`config.mk`:
```
export PLATFORM = sky130hd
export DESIGN_NAME = audio_dma_flat
export DESIGN_NICKNAME = d
export VERILOG_FILES = /design/src/rtl/audio_dma_if.sv /design/src/rtl/audio_dma.sv /design/src/flat_wrapper.sv
export SDC_FILE = /design/constraint.sdc
export NUM_CORES = 1
export LEC_CHECK = 0
export ABC_AREA = 1
export BUFFER_PORTS_ARGS = -buffer_cell sky130_fd_sc_hd__clkbuf_2
export CELL_PAD_IN_SITES_DETAIL_PLACEMENT = 0
export CELL_PAD_IN_SITES_GLOBAL_PLACEMENT = 1
export CORE_ASPECT_RATIO = 1.1
export CORE_MARGIN = 1.5
export CORE_UTILIZATION = 44
export CTS_CLUSTER_SIZE = 14
export DETAILED_ROUTE_END_ITERATION = 8
export MAX_ROUTING_LAYER = met4
export PLACE_DENSITY = 0.85
export SLEW_MARGIN = 10
export SYNTH_ARGS = -nofsm -noshare
export SYNTH_HDL_FRONTEND = slang
export SYNTH_SLANG_ARGS = --single-unit
```
`constraint.sdc`:
```
create_clock -name clk -period 5.5 [get_ports clk]
set_input_delay 0.275 -clock clk [delete_from_list [all_inputs] [get_ports clk]]
set_output_delay 0.275 -clock clk [all_outputs]
set_load 0.005 [all_outputs]
```
`src/rtl/audio_dma_if.sv`:
```
// Bus bundle for audio_dma.
// cfg_*: zero-wait APB slave used by software to program the DMA.
// mem_*: req/ack read port into memory (req held until the one-cycle ack).
// aud_*: APB master port into the audio DAC controller stream register.
// master modport is the DMA side; slave modport is the environment side.
interface audio_dma_if;
   logic [3:0]  cfg_PADDR;
   logic        cfg_PSEL;
   logic        cfg_PENABLE;
   logic        cfg_PWRITE;
   logic [31:0] cfg_PWDATA;
   logic [31:0] cfg_PRDATA;
   logic        cfg_PREADY;

   logic        mem_req;
   logic [31:0] mem_addr;
   logic        mem_ack;
   logic [31:0] mem_rdata;

   logic [2:0]  aud_PADDR;
   logic        aud_PSEL;
   logic        aud_PENABLE;
   logic        aud_PWRITE;
   logic [31:0] aud_PWDATA;
   logic [31:0] aud_PRDATA;
   logic        aud_PREADY;

   modport master (
      input  cfg_PADDR, cfg_PSEL, cfg_PENABLE, cfg_PWRITE, cfg_PWDATA,
      output cfg_PRDATA, cfg_PREADY,
      output mem_req, mem_addr,
      input  mem_ack, mem_rdata,
      output aud_PADDR, aud_PSEL, aud_PENABLE, aud_PWRITE, aud_PWDATA,
      input  aud_PRDATA, aud_PREADY
   );

   modport slave (
      output cfg_PADDR, cfg_PSEL, cfg_PENABLE, cfg_PWRITE, cfg_PWDATA,
      input  cfg_PRDATA, cfg_PREADY,
      input  mem_req, mem_addr,
      output mem_ack, mem_rdata,
      input  aud_PADDR, aud_PSEL, aud_PENABLE, aud_PWRITE, aud_PWDATA,
      output aud_PRDATA, aud_PREADY
   );
endinterface

```
`src/rtl/audio_dma.sv`:
```
// audio_dma: fetches LEN stereo words from BASE and streams them into the
// audio DAC controller, pacing pushes by polling its FIFO free-space count.
// Ports:
//   clk       system clock
//   reset     asynchronous, active-low
//   bus       audio_dma_if.master (cfg APB slave, mem read port, aud APB master)
//   interrupt level, registered copy of done & irq_en
module audio_dma #(
   parameter logic [2:0]  STREAM_ADDR = 3'd4,
   parameter int unsigned MAX_CREDIT  = 16,
   parameter int unsigned POLL_GAP    = 2
) (
   input  logic        clk,
   input  logic        reset,
   audio_dma_if.master bus,
   output logic        interrupt
);

   localparam int unsigned CREDIT_W = $clog2(MAX_CREDIT + 1);
   localparam int unsigned GAP_W    = $clog2(POLL_GAP + 1);

   typedef enum logic [2:0] {
      S_IDLE, S_POLL_S, S_POLL_A, S_FETCH, S_PUSH_S, S_PUSH_A, S_GAP
   } state_t;

   state_t              state_q, state_d;
   logic                en_q, loop_q, irq_en_q;
   logic [29:0]         base_q;
   logic [15:0]         len_q;
   logic                done_q, done_d, done_set;
   logic [15:0]         pushed_q, pushed_d;
   logic [15:0]         ptr_q, ptr_d;
   logic [CREDIT_W-1:0] credit_q, credit_d, poll_credit;
   logic [GAP_W-1:0]    gap_q, gap_d;
   logic [31:0]         data_q, data_d;
   logic                abort_q, abort_d;
   logic [31:0]         prdata_q, rd_mux;

   logic                mem_req_q, mem_req_d;
   logic [31:0]         mem_addr_q, mem_addr_d;
   logic                psel_q, psel_d, penable_q, penable_d, pwrite_q, pwrite_d;
   logic [2:0]          paddr_q, paddr_d;
   logic [31:0]         pwdata_q, pwdata_d;
   logic                irq_q;

   logic                cfg_wr, wr_ctrl, wr_base, wr_len, wr_status;
   logic                start, abort_req, abort_now, last_word;
   logic                unused_ok;

   assign unused_ok = ^{bus.aud_PRDATA[31:10], en_q};

   // Config APB decode; accesses complete in the single access-phase cycle.
   assign cfg_wr    = bus.cfg_PSEL & bus.cfg_PENABLE & bus.cfg_PWRITE;
   assign wr_ctrl   = cfg_wr && (bus.cfg_PADDR == 4'h0);
   assign wr_base   = cfg_wr && (bus.cfg_PADDR == 4'h4);
   assign wr_len    = cfg_wr && (bus.cfg_PADDR == 4'h8);
   assign wr_status = cfg_wr && (bus.cfg_PADDR == 4'hC);
   assign start     = wr_ctrl && bus.cfg_PWDATA[0] && (state_q == S_IDLE);
   assign abort_req = wr_ctrl && !bus.cfg_PWDATA[0] && (state_q != S_IDLE);
   assign abort_now = abort_q | abort_req;

   assign poll_credit = (bus.aud_PRDATA[9:0] > 10'(MAX_CREDIT)) ?
                        CREDIT_W'(MAX_CREDIT) : CREDIT_W'(bus.aud_PRDATA[9:0]);
   assign last_word   = ((ptr_q + 16'd1) == len_q);

   // Software-visible control registers
   always_ff @(posedge clk or negedge reset) begin
      if (!reset) begin
         en_q     <= 1'b0;
         loop_q   <= 1'b0;
         irq_en_q <= 1'b0;
         base_q   <= '0;
         len_q    <= '0;
      end else begin
         if (wr_ctrl) begin
            en_q     <= bus.cfg_PWDATA[0];
            loop_q   <= bus.cfg_PWDATA[1];
            irq_en_q <= bus.cfg_PWDATA[2];
         end
         if (wr_base) base_q <= bus.cfg_PWDATA[31:2];
         if (wr_len)  len_q  <= bus.cfg_PWDATA[15:0];
      end
   end

   // Next-state, datapath and next-output logic
   always_comb begin
      state_d   = state_q;
      ptr_d     = ptr_q;
      credit_d  = credit_q;
      gap_d     = gap_q;
      data_d    = data_q;
      pushed_d  = pushed_q;
      abort_d   = abort_now;
      done_set  = 1'b0;

      case (state_q)
         S_IDLE: begin
            abort_d = 1'b0;
            if (start) begin
               if (len_q == 16'd0) begin
                  done_set = 1'b1;
               end else begin
                  ptr_d    = '0;
                  credit_d = '0;
                  pushed_d = '0;
                  state_d  = S_POLL_S;
               end
            end
         end
         S_POLL_S: state_d = S_POLL_A;
         S_POLL_A: begin
            if (bus.aud_PREADY) begin
               credit_d = poll_credit;
               gap_d    = '0;
               if (abort_now)                      state_d = S_IDLE;
               else if (poll_credit == CREDIT_W'(0)) state_d = S_GAP;
               else                                state_d = S_FETCH;
            end
         end
         S_FETCH: begin
            if (bus.mem_ack) begin
               data_d  = bus.mem_rdata;
               state_d = abort_now ? S_IDLE : S_PUSH_S;
            end
         end
         S_PUSH_S: state_d = S_PUSH_A;
         S_PUSH_A: begin
            if (bus.aud_PREADY) begin
               pushed_d = pushed_q + 16'd1;
               credit_d = credit_q - CREDIT_W'(1);
               ptr_d    = last_word ? 16'd0 : ptr_q + 16'd1;
               gap_d    = '0;
               if (abort_now) begin
                  state_d = S_IDLE;
               end else if (last_word && !loop_q) begin
                  done_set = 1'b1;
                  state_d  = S_IDLE;
               end else if (credit_q == CREDIT_W'(1)) begin
                  state_d = S_GAP;
               end else begin
                  state_d = S_FETCH;
               end
            end
         end
         S_GAP: begin
            if (abort_now)                          state_d = S_IDLE;
            else if (gap_q == GAP_W'(POLL_GAP - 1)) state_d = S_POLL_S;
            else                                    gap_d   = gap_q + GAP_W'(1);
         end
         default: state_d = S_IDLE;
      endcase

      if (state_d == S_IDLE) abort_d = 1'b0;

      // Set beats a simultaneous software clear.
      done_d = done_q;
      if (wr_status && bus.cfg_PWDATA[1]) done_d = 1'b0;
      if (done_set)                       done_d = 1'b1;

      // Outputs are registered copies of the decode of the next state.
      psel_d    = (state_d == S_POLL_S) || (state_d == S_POLL_A) ||
                  (state_d == S_PUSH_S) || (state_d == S_PUSH_A);
      penable_d = (state_d == S_POLL_A) || (state_d == S_PUSH_A);
      pwrite_d  = (state_d == S_PUSH_S) || (state_d == S_PUSH_A);
      paddr_d   = psel_d ? STREAM_ADDR : 3'd0;
      pwdata_d  = pwrite_d ? data_d : 32'd0;
      mem_req_d = (state_d == S_FETCH);
      // Address frozen for the whole request so BASE writes cannot disturb it.
      if (!mem_req_d)              mem_addr_d = 32'd0;
      else if (state_q == S_FETCH) mem_addr_d = mem_addr_q;
      else                         mem_addr_d = {base_q, 2'b00} + {14'd0, ptr_d, 2'b00};
   end

   // Config read mux, sampled in the setup phase for a zero-wait access phase
   always_comb begin
      case (bus.cfg_PADDR)
         4'h0:    rd_mux = {29'd0, irq_en_q, loop_q, en_q};
         4'h4:    rd_mux = {base_q, 2'b00};
         4'h8:    rd_mux = {16'd0, len_q};
         4'hC:    rd_mux = {pushed_q, 14'd0, done_q, (state_q != S_IDLE)};
         default: rd_mux = 32'd0;
      endcase
   end

   // State, datapath and registered outputs
   always_ff @(posedge clk or negedge reset) begin
      if (!reset) begin
         state_q    <= S_IDLE;
         ptr_q      <= '0;
         credit_q   <= '0;
         gap_q      <= '0;
         data_q     <= '0;
         pushed_q   <= '0;
         abort_q    <= 1'b0;
         done_q     <= 1'b0;
         irq_q      <= 1'b0;
         prdata_q   <= '0;
         mem_req_q  <= 1'b0;
         mem_addr_q <= '0;
         psel_q     <= 1'b0;
         penable_q  <= 1'b0;
         pwrite_q   <= 1'b0;
         paddr_q    <= '0;
         pwdata_q   <= '0;
      end else begin
         state_q    <= state_d;
         ptr_q      <= ptr_d;
         credit_q   <= credit_d;
         gap_q      <= gap_d;
         data_q     <= data_d;
         pushed_q   <= pushed_d;
         abort_q    <= abort_d;
         done_q     <= done_d;
         irq_q      <= done_q & irq_en_q;
         if (bus.cfg_PSEL && !bus.cfg_PENABLE) prdata_q <= rd_mux;
         mem_req_q  <= mem_req_d;
         mem_addr_q <= mem_addr_d;
         psel_q     <= psel_d;
         penable_q  <= penable_d;
         pwrite_q   <= pwrite_d;
         paddr_q    <= paddr_d;
         pwdata_q   <= pwdata_d;
      end
   end

   assign bus.cfg_PRDATA  = prdata_q;
   assign bus.cfg_PREADY  = 1'b1;
   assign bus.mem_req     = mem_req_q;
   assign bus.mem_addr    = mem_addr_q;
   assign bus.aud_PADDR   = paddr_q;
   assign bus.aud_PSEL    = psel_q;
   assign bus.aud_PENABLE = penable_q;
   assign bus.aud_PWRITE  = pwrite_q;
   assign bus.aud_PWDATA  = pwdata_q;
   assign interrupt       = irq_q;

endmodule

```
`src/flat_wrapper.sv`:
```
// flat-port wrapper written by rule: the top's interface ports become plain ports
module audio_dma_flat 
#(
   parameter logic [2:0]  STREAM_ADDR = 3'd4,
   parameter int unsigned MAX_CREDIT  = 16,
   parameter int unsigned POLL_GAP    = 2
)
  (clk, reset, interrupt, bus_cfg_PADDR, bus_cfg_PSEL, bus_cfg_PENABLE, bus_cfg_PWRITE, bus_cfg_PWDATA, bus_cfg_PRDATA, bus_cfg_PREADY, bus_mem_req, bus_mem_addr, bus_mem_ack, bus_mem_rdata, bus_aud_PADDR, bus_aud_PSEL, bus_aud_PENABLE, bus_aud_PWRITE, bus_aud_PWDATA, bus_aud_PRDATA, bus_aud_PREADY);
  audio_dma_if bus_i ();
  input  logic clk;
  input  logic reset;
  output logic interrupt;
  input wire logic [$bits(bus_i.cfg_PADDR)-1:0] bus_cfg_PADDR;
  input wire logic [$bits(bus_i.cfg_PSEL)-1:0] bus_cfg_PSEL;
  input wire logic [$bits(bus_i.cfg_PENABLE)-1:0] bus_cfg_PENABLE;
  input wire logic [$bits(bus_i.cfg_PWRITE)-1:0] bus_cfg_PWRITE;
  input wire logic [$bits(bus_i.cfg_PWDATA)-1:0] bus_cfg_PWDATA;
  output wire logic [$bits(bus_i.cfg_PRDATA)-1:0] bus_cfg_PRDATA;
  output wire logic [$bits(bus_i.cfg_PREADY)-1:0] bus_cfg_PREADY;
  output wire logic [$bits(bus_i.mem_req)-1:0] bus_mem_req;
  output wire logic [$bits(bus_i.mem_addr)-1:0] bus_mem_addr;
  input wire logic [$bits(bus_i.mem_ack)-1:0] bus_mem_ack;
  input wire logic [$bits(bus_i.mem_rdata)-1:0] bus_mem_rdata;
  output wire logic [$bits(bus_i.aud_PADDR)-1:0] bus_aud_PADDR;
  output wire logic [$bits(bus_i.aud_PSEL)-1:0] bus_aud_PSEL;
  output wire logic [$bits(bus_i.aud_PENABLE)-1:0] bus_aud_PENABLE;
  output wire logic [$bits(bus_i.aud_PWRITE)-1:0] bus_aud_PWRITE;
  output wire logic [$bits(bus_i.aud_PWDATA)-1:0] bus_aud_PWDATA;
  input wire logic [$bits(bus_i.aud_PRDATA)-1:0] bus_aud_PRDATA;
  input wire logic [$bits(bus_i.aud_PREADY)-1:0] bus_aud_PREADY;
  assign bus_i.cfg_PADDR = bus_cfg_PADDR;
  assign bus_i.cfg_PSEL = bus_cfg_PSEL;
  assign bus_i.cfg_PENABLE = bus_cfg_PENABLE;
  assign bus_i.cfg_PWRITE = bus_cfg_PWRITE;
  assign bus_i.cfg_PWDATA = bus_cfg_PWDATA;
  assign bus_cfg_PRDATA = bus_i.cfg_PRDATA;
  assign bus_cfg_PREADY = bus_i.cfg_PREADY;
  assign bus_mem_req = bus_i.mem_req;
  assign bus_mem_addr = bus_i.mem_addr;
  assign bus_i.mem_ack = bus_mem_ack;
  assign bus_i.mem_rdata = bus_mem_rdata;
  assign bus_aud_PADDR = bus_i.aud_PADDR;
  assign bus_aud_PSEL = bus_i.aud_PSEL;
  assign bus_aud_PENABLE = bus_i.aud_PENABLE;
  assign bus_aud_PWRITE = bus_i.aud_PWRITE;
  assign bus_aud_PWDATA = bus_i.aud_PWDATA;
  assign bus_i.aud_PRDATA = bus_aud_PRDATA;
  assign bus_i.aud_PREADY = bus_aud_PREADY;
  audio_dma #(.STREAM_ADDR(STREAM_ADDR), .MAX_CREDIT(MAX_CREDIT), .POLL_GAP(POLL_GAP)) u_core (.clk(clk), .reset(reset), .bus(bus_i), .interrupt(interrupt));
endmodule
```
# Word level (Yosys, flattened, before mapping)
# Index checks and enable logic that the tools add are counted.
[op_classes]
addsub = 5
eq_ne = 25
n_bitwise = 4
mux = 50
order_cmp = 1
reduce_logical = 33
[op_table]
columns = ["cell", "n"]
rows = [
  ["32-bit 2-to-1 mux", 5],
  ["32-bit one-hot mux with 4 select lines", 1],
  ["16-bit 2-to-1 mux", 7],
  ["16-bit one-hot mux with 2 select lines", 2],
  ["3-bit 2-to-1 mux", 14],
  ["16-bit by 1-bit adder with 16-bit output, second input constant", 2],
  ["32-bit by 18-bit adder with 32-bit output", 1],
  ["5-bit 2-to-1 mux", 5],
  ["3-bit one-hot mux with 7 select lines", 1],
  ["16-bit == test", 1],
  ["16-bit logical NOT", 1],
  ["3-bit == test, second input constant", 5],
  ["5-bit one-hot mux with 3 select lines", 1],
  ["3-bit by 2-bit == test with 1-bit output, second input constant", 4],
  ["2-bit inequality test, second input constant", 6],
  ["1-bit logical AND", 11],
  ["10-bit by 5-bit greater-than comparator with 1-bit output, second input constant", 1],
  ["1-bit 2-to-1 mux", 9],
  ["4-bit == test, second input constant", 2],
  ["4-bit AND reduction", 2],
  ["3-bit by 1-bit == test with 1-bit output, second input constant", 2],
  ["3-bit logical NOT", 2],
  ["2-bit 2-to-1 mux", 3],
  ["2-bit nonzero test", 3],
  ["17 further kinds", 27],
]
[totals]
ff_bits = 229
output_inout_bits = 105

# Longest topological paths before layout
# Gate-level depths: netlist of run 1.
[depth]
word_depth = 14
mapped_depth = 29
depth_no_buf = 28

# Worst setup path after synthesis of run 1
# Ideal clock, no wire load.
[synth_timing]
path_type = "reg2reg"
start = "register u_core.ptr_q[0]"
end = "register u_core.mem_addr_q[30] (netlist: u_core.bus.mem_addr[30])"
n_path_buf = 0
t_arrival_ns = 3.610
slack_ns = 1.813
path_stages_with_launch = 28
period_less_slack_ns = 3.687
cell_sequence = "dfrtp_1 > ha_1 > nand2_1 > nor2_2 > nand2_1 > nand2_1 > nand2_1 > nand2_1 > nand2_1 > nor2_1 > nand3_1 > nor2_1 > nand2_1 > nand3_1 > a31oi_1 > ha_1 > fa_1 > nand3_1 > nand2_1 > a21oi_1 > o21ai_0 > nand3_1 > nand2_1 > nand2_1 > nor2_1 > xor2_1 > nand2_1 > a21oi_1"
[synth_between]
word_cells_on_any_way = 17
classes_between = "add/sub: 2; eq/ne: 3; mux: 11; reduce/logical: 1"
[synth_rtl]
columns = ["item", "line_no", "source"]
rows = [
  ["start, declared", "audio_dma.sv:32", "logic [15:0] ptr_q, ptr_d;"],
  ["start signal, assigned", "audio_dma.sv:207", "ptr_q <= ptr_d;"],
  ["16-bit by 1-bit adder with 16-bit output", "audio_dma.sv:64, audio_dma.sv:131", ""],
  ["16-bit == test", "audio_dma.sv:64", "assign last_word = ((ptr_q + 16'd1) == len_q);"],
  ["16-bit 2-to-1 mux", "audio_dma.sv:131", "ptr_d = last_word ? 16'd0 : ptr_q + 16'd1;"],
  ["16-bit 2-to-1 mux", "audio_dma.sv:128", "if (bus.aud_PREADY) begin"],
  ["16-bit one-hot mux with 2 select lines *", "audio_dma.sv:96", "case (state_q)"],
  ["via u_core.ptr_d[0]", "audio_dma.sv:32", ""],
  ["32-bit by 18-bit adder with 32-bit output *", "audio_dma.sv:171", "else mem_addr_d = {base_q, 2'b00} + {14'd0, ptr_d, 2'b00};"],
  ["32-bit 2-to-1 mux *", "audio_dma.sv:170", "else if (state_q == S_FETCH) mem_addr_d = mem_addr_q;"],
  ["32-bit 2-to-1 mux *", "audio_dma.sv:169", "if (!mem_req_d) mem_addr_d = 32'd0;"],
  ["end signal, assigned", "audio_dma.sv:217", "mem_addr_q <= mem_addr_d;"],
  ["end, declared", "audio_dma.sv:40", "logic [31:0] mem_addr_q, mem_addr_d;"],
]
# The timed path passes the listed nets; every way through them passes the cells marked *. The select of a mux whose other input is x is not followed.
# A chain may end at the register's enable or synchronous reset.

# Worst setup path after layout of run 1
[layout_timing]
start = "register u_core.ptr_q[0]"
end = "register u_core.mem_addr_q[26] (netlist: u_core.bus.mem_addr[26])"
[layout_between]
word_cells_on_any_way = 17
classes_between = "add/sub: 2; eq/ne: 3; mux: 11; reduce/logical: 1"
[layout_rtl]
columns = ["item", "line_no"]
rows = [
  ["16-bit by 1-bit adder with 16-bit output *", "audio_dma.sv:64, audio_dma.sv:131"],
  ["16-bit == test", "audio_dma.sv:64"],
  ["16-bit 2-to-1 mux *", "audio_dma.sv:131"],
  ["16-bit 2-to-1 mux *", "audio_dma.sv:128"],
  ["16-bit one-hot mux with 2 select lines *", "audio_dma.sv:96"],
  ["via u_core.ptr_d[2]", "audio_dma.sv:32"],
  ["32-bit by 18-bit adder with 32-bit output *", "audio_dma.sv:171"],
  ["32-bit 2-to-1 mux *", "audio_dma.sv:170"],
  ["32-bit 2-to-1 mux *", "audio_dma.sv:169"],
]
# Marked as above.

==> metrics.md, run 1 <==
| Metric | Value |
|---|---|
| Die area | 26900 µm² |
| GPL Wtd Cong | 0.897 |
| Synth Area per Inst | 7.97 µm² |
| CTS root buffer | clkbuf_16 |
| CTS HTree Levels | 1 |
| Remaining DRCs | 0 |
| Ant. Diodes | 0 |
| Mapped cell area | 11400 µm² |
| Rows | 61 |
| CTS tree | done |
| Ys flop type | dfrtp_1 |
| TritonRoute pass-1 iters | 5 |
| Routed wire length | 32.0 mm |
| TritonCTS Buffers | 26 |
| Worst clock skew | 19.1 ps |
| Vias | 10300 |
| Final Hold Fails | 0 |
| Largest net degree at the start of global routing | 118 |
| Setup Buffers After CTS | 0 |
| DP Area | 12700 µm² |
| Worst vdd ir | 0.000310 V |
| Crit path DAT | 5360 ps |
| Crit path max fanout | 16 |
| Wirelength per Cell | 15.8 µm |
| Most frequent cells in the layout | nand2_1, dfrtp_1, clkbuf_2, inv_1, o21ai_0 |
| Avg Vias per Cell | 5.09 |
| Post-DP HPWL | 22.3 mm |
| Slew margin rel. | 33.4% |
| Status | complete, no violations |
| Clock Sinks | 224 |
| Async SR Flop Fraction | 100% |
| First-pass GRT wire length | 51.0 mm |
| Synthesized instance count | 1430 |
| Tightest Pin Transition | 997 ps |
| Yosys warning count | 0 |
| Total Nets Final | 1793 |
| Max-cap violation count | 0 |
| Fin crit share | 89.6% |
| Commonest non-fill, non-tap cell in the layout | nand2_1 |
| Cell Pwr Density | 454 nW/µm² |
| Cell variety after synth | 46 |
| Fmax | 203 MHz |
| Total Routing Usage GR | 24.6% |
| Post-synth EDFFs | 0 |
| Unrepaired setup endpoints after global routing | false |
| Worst setup margin | 570 ps |
| Biggest area consumer among synthesized cells | dfrtp_1 |
| Final ANT Viol Nets | 0 |
| Synth-to-layout area growth | 23.2% |
| Seq/Total Area, Yosys | 49.2% |
| CP Launch Type | register |
| Final setup TNS | 0 ps |
| Crit path time final | 4930 ps |
| First DRT Iteration DRCs | 646 |
| CTS clock-pin slew for the worst setup and hold paths | 60 ps |
| Placeable Area | 25300 µm² |
| Design area | 14000 µm² |
| Initial Utilization | 45.0% |
| Share of cells above drive strength 1 | 17.5% |
| Worst Hold Class | input port to register |
| Initial antenna violation count | 0 |
| Die H | 172 µm |
| Pre-CTS setup slack | 557 ps |
| Hold path cells | 3 |
| Pleak | 7.32 nW |
| Synth area leaders | dfrtp_1, nand2_1, o21ai_0 |
| Synth Register Bits | 224 |
| Gr ovfl total | 0 |
| Final setup viols | 0 |
| Crit. End Element | register |
| Required time worst endpoint | 5930 ps |
| Area share of the largest cell type after synthesis | 49.2% |
| Vias in the first global route | 10100 |
| Clk_lat worst skew | 540 ps |
| Die span in x | 156 µm |
| Final Max Tran Viols | 0 |
| FF-to-FF path depth | 22 |
| Crit Path Class | register to register |
| PortBufs | 184 |
| Clock buffer depth | 3 |
| Num ports | 212 |
[Yosys cell counts, drive strengths merged (4+ instances only)]
cell type / count
clkbuf: 38
and2: 33
nand2: 429
o21ai: 108
nor3: 32
inv: 146
dfrtp: 224
o22ai: 20
buf: 10
a21o: 6
o31ai: 4
a21oi: 82
a31oi: 5
nand4: 30
or2: 10
nor2: 113
ha: 25
xor2: 11
nand3: 77
nor4: 6
[state kept, by name, indices dropped and copies added (netlist names), 2 cells and up]
signal                 flops
u_core.pushed_q           16
u_core.bus.aud_PWDATA     32
u_core.bus.cfg_PRDATA     32
u_core.gap_q               2
u_core.credit_q            5
u_core.bus.mem_addr       30
u_core.len_q              16
u_core.data_q             32
u_core.state_q             3
u_core.ptr_q              16
u_core.base_q             30
[worst max-delay path, stage by stage, from the launching register on]
cell and delay, ps:
dfrtp_1 500, ha_1 260, nand2_1 100, nor2_2 300, nand4_1 200, nand2_1 120, nand2_1 60, nand2_1 110
nand3_1 90, nor2_1 310, nand2_2 330, a32o_1 340, ha_1 370, nand3_1 90, nand2_1 120, a21oi_1 100
o21ai_0 420, nand3_1 180, nand2_1 230, nand2_1 140, o21ai_0 160, nor3b_1 210, nor2_1 70
[power by group]
group          total [mW]  internal, mW  switching (mW)
combinational        2.25         0.801            1.45
sequential           2.36          2.08           0.284
clock                1.76          1.06           0.692
[stage by stage]
stage	std cells	power, mW	util, %	hold WS, ps
after global placement	1927	4.55	50.0	381
after global routing	2025	6.82	55.4	19.4
after detailed placement	1927	4.60	50.0	390
after CTS	2025	6.42	55.4	1.09
final	2025	6.37	55.4	10.5
after floorplan	1433	3.87	-	-20.6
[worst paths after layout]
path / start / endpoint / slack, ps
setup reg to reg: u_core.ptr_q[0] / u_core.bus.mem_addr[26] / 570
min in group asynchronous: reset / u_core.bus.cfg_PRDATA[10] / 370
setup / recovery: u_core.ptr_q[0] / u_core.bus.mem_addr[26] / 570
max in group asynchronous: reset / u_core.pushed_q[14] / 3980
hold / removal: bus_cfg_PWDATA[23] / u_core.base_q[21] / 10
hold reg to reg: u_core.irq_en_q / u_core.interrupt / 460
[cell type report]
class	instances	area, µm²
clock buffer	36	769
clock inverter	11	108
fill	2448	11300
inverter	147	552
multi-input combinational	1014	5040
sequential	224	5610
tap	346	433
timing repair buffer	247	1540
[repair_timing]
item | in CTS | in global routing
hold buffers | 51 | 0
gates resized for setup | 0 | 1
endpoints found under the setup margin | 0 | 2
endpoints found under the hold margin | 160 | 0
[cell families after synthesis]
kind of cell             synth area share (%)
AO/OA/AOI/OAI                            11.6
XOR/XNOR                                 1.08
adder cells (fa/ha/maj)                  2.92
buffers and inverters                    6.88
flip-flops                               49.2
other                                  0.0659
AND/OR/NAND/NOR                          28.3
[per-layer routing]
metal / wire, µm / GRT usage [%] / share of wire (%)
met1: 13400 / 29.8 / 42
met2: 15700 / 41.8 / 49
met3: 1570 / 3.30 / 4.9
met4: 1220 / 9.65 / 3.8
met5: 0 / - / 0
Note: power is estimated with default switching activity, not from simulation.
==> run 2, diff against run 1 <==
==> config.mk (replaced) <==
export PLATFORM = sky130hd
export DESIGN_NAME = audio_dma_flat
export DESIGN_NICKNAME = d
export VERILOG_FILES = /design/src/rtl/audio_dma_if.sv /design/src/rtl/audio_dma.sv /design/src/flat_wrapper.sv
export SDC_FILE = /design/constraint.sdc
export NUM_CORES = 1
export LEC_CHECK = 0
export ABC_AREA = 1
export BUFFER_PORTS_ARGS = -buffer_cell sky130_fd_sc_hd__buf_2
export CORE_ASPECT_RATIO = 1.1
export CORE_MARGIN = 1.5
export CORE_UTILIZATION = 55
export CTS_CLUSTER_SIZE = 14
export DETAILED_ROUTE_END_ITERATION = 8
export MAX_ROUTING_LAYER = met4
export PLACE_DENSITY = 0.79
export SLEW_MARGIN = 10
export SYNTH_ARGS = -nofsm -noshare
export SYNTH_HDL_FRONTEND = slang
export SYNTH_SLANG_ARGS = --single-unit
==> metrics.md, run 2 (synthesis results as in run 1) <==
| Metric | Value |
|---|---|
| Status | complete, no violations |
| Num ports | 212 |
| Hold Startpoint | bus_cfg_PWDATA[19] |
| Placeable Area | 20400 µm² |
| Fin crit share | 90.4% |
| Internal power | 3.80 mW |
| Die H | 154 µm |
| Pleak | 7.24 nW |
| CTS HTree Levels | 1 |
| Slew margin rel. | 22.9% |
| Total Nets Final | 1774 |
| Final Hold Fails | 0 |
| TritonRoute pass-1 iters | 7 |
| Net Sw Frac | 39.0% |
| Crit-path slowest cell | dfrtp_1 |
| First DRT Iteration DRCs | 747 |
| Final setup viols | 0 |
| CTS tree | done |
| Final Max Tran Viols | 0 |
| Final ANT Viol Nets | 0 |
| Synth-to-layout area growth | 19.7% |
| Reg power frac | 37.9% |
| Commonest non-fill, non-tap cell in the layout | nand2_1 |
| Post-route insts no fill | 1915 |
| P_sw | 2.43 mW |
| Gr ovfl total | 0 |
| GPL Wtd Cong | 0.957 |
| Setup crit start | u_core.ptr_q[0] |
| Die area | 21600 µm² |
| Total Routing Usage GR | 30.8% |
| Final setup TNS | 0 ps |
| CP delay by family, top | simple AND/OR/NAND/NOR gates |
| Initial antenna violation count | 1 |
| CTS clock-pin slew for the worst setup and hold paths | 70 ps |
| Crit. End Element | register |
| Largest net degree at the start of global routing | 145 |
| Crit path max fanout | 16 |
| Clock power share | 25.7% |
| Setup Buffers After CTS | 0 |
| Worst vdd ir | 0.000350 V |
| Share of cells above drive strength 1 | 16.9% |
| First-pass GRT wire length | 51.9 mm |
| Clock buffer depth | 3 |
| Cell Pwr Density | 456 nW/µm² |
| Most frequent cells in the layout | nand2_1, dfrtp_1, buf_2, inv_1, o21ai_0 |
| Fmax | 201 MHz |
| Remaining DRCs | 0 |
| Crit path DAT | 5410 ps |
| Post-DP HPWL | 21.5 mm |
| Clock Sinks | 224 |
| Vias in the first global route | 10600 |
| PortBufs | 184 |
| Max-cap violation count | 0 |
| Reg2Reg Launch Point | u_core.ptr_q[0] |
| CTS root buffer | clkbuf_16 |
| Required time worst endpoint | 5940 ps |
| Initial Utilization | 55.8% |
| Max incr delay on CP | 500 ps |
| Crit Path Class | register to register |
| Most common cell on crit path | nand2_1 |
| Crit path time final | 4970 ps |
| Unrepaired setup endpoints after global routing | false |
| Rows | 55 |
| Die span in x | 140 µm |
| Worst clock skew | 20.6 ps |
| CP Launch Type | register |
| Crit path buf inv count | 0 |
| Combinational Power Share | 36.4% |
| Avg Vias per Cell | 5.55 |
| Final Util | 66.8% |
| Vias | 10600 |
| Routed wire length | 31.7 mm |
| Wirelength per Cell | 16.6 µm |
| Worst Hold Class | input port to register |
| Clk_lat worst skew | 530 ps |
| TritonCTS Buffers | 25 |
| Placed Cells | 1835 |
| Tightest Pin Transition | 1150 ps |
[run 2: cell count changes in the layout (fill, tap and decap cells not counted), sizes merged]
cell and change:
clkinv -3, diode +1, inv +1, bufinv -1
dlygate4sd3 -16, buf +181, clkbuf -183
[run 2: area by class of cell]
| cell class | instances | area (µm²) |
|---|---|---|
| fill | 1676 | 6790 |
| sequential | 224 | 5610 |
| clock inverter | 8 | 77.6 |
| antenna | 1 | 2.50 |
| timing repair buffer | 229 | 1370 |
| multi-input combinational | 1014 | 5030 |
| inverter | 147 | 552 |
| tap | 256 | 320 |
| clock buffer | 36 | 697 |
[run 2: per-layer routing]
| metal | routed length (µm) | part of all wire [%] | track usage (%) | vias up |
|---|---|---|---|---|
| li1 | - | - | - | 5074 |
| met1 | 12800 | 40 | 36.3 | 5042 |
| met2 | 15700 | 50 | 52.1 | 408 |
| met5 | 0 | 0 | - | - |
| met3 | 1840 | 5.8 | 4.61 | 97 |
| met4 | 1420 | 4.5 | 14.2 | 0 |
[run 2: power groups by stage]
stage / clock network [mW] / registers (mW) / logic [mW]
floorplan: 0 / 2.33 / 1.54
global placement: 0 / 2.36 / 2.14
detailed placement: 0 / 2.37 / 2.20
CTS: 1.62 / 2.35 / 2.24
global route: 1.68 / 2.41 / 2.56
finish: 1.60 / 2.36 / 2.27
[run 2: through the flow]
step / hold slack, ps / setup WS (ps) / total power [mW] / cell area (µm²)
6_report: 16.7 / 528 / 6.23 / 13600
5_1_grt: 27.5 / 31.2 / 6.65 / 13600
4_1_cts: 11.7 / 415 / 6.21 / 13600
3_5_place_dp: 303 / 490 / 4.57 / 12500
3_3_place_gp: 297 / 743 / 4.50 / 12500
2_1_floorplan: -20.6 / 1810 / 3.87 / 11400
[run 2: what timing repair did]
action / CTS / global route
hold buffers: 35 / 0
hold endpoints to repair: 114 / 0
setup endpoints to repair: 0 / 3
resized for setup: 0 / 1
[run 2: path summary, 6_finish.rpt]
check,slack [ps],depth (start not counted),to
worst min register to register,460,2,u_core.interrupt
worst max register to register,530,25,u_core.bus.mem_addr[30]
min in group asynchronous,330,2,u_core.bus.mem_addr[14]
worst min-delay path,20,3,u_core.base_q[17]
worst max-delay path,530,25,u_core.bus.mem_addr[30]
max in group asynchronous,4010,3,u_core.data_q[7]
[run 2: worst reg2reg max path, stage by stage, from the launching register on]
cell and delay, ps:
dfrtp_1 500, ha_1 250, nand3_1 140, nor2_2 250, nand3_1 130, nand2_1 130
nand2_1 70, nand2_1 70, nand3_1 110, nor2_1 300, nand2_1 470, nand3_1 200
a31oi_1 140, ha_1 250, fa_1 420, nand3_1 100, nand2_1 90, a21oi_1 240
o21ai_1 180, nand3_1 150, nand2_1 160, nand2_1 170, nor2_1 70, xor2_1 120
nand2_1 60, a21oi_1 120
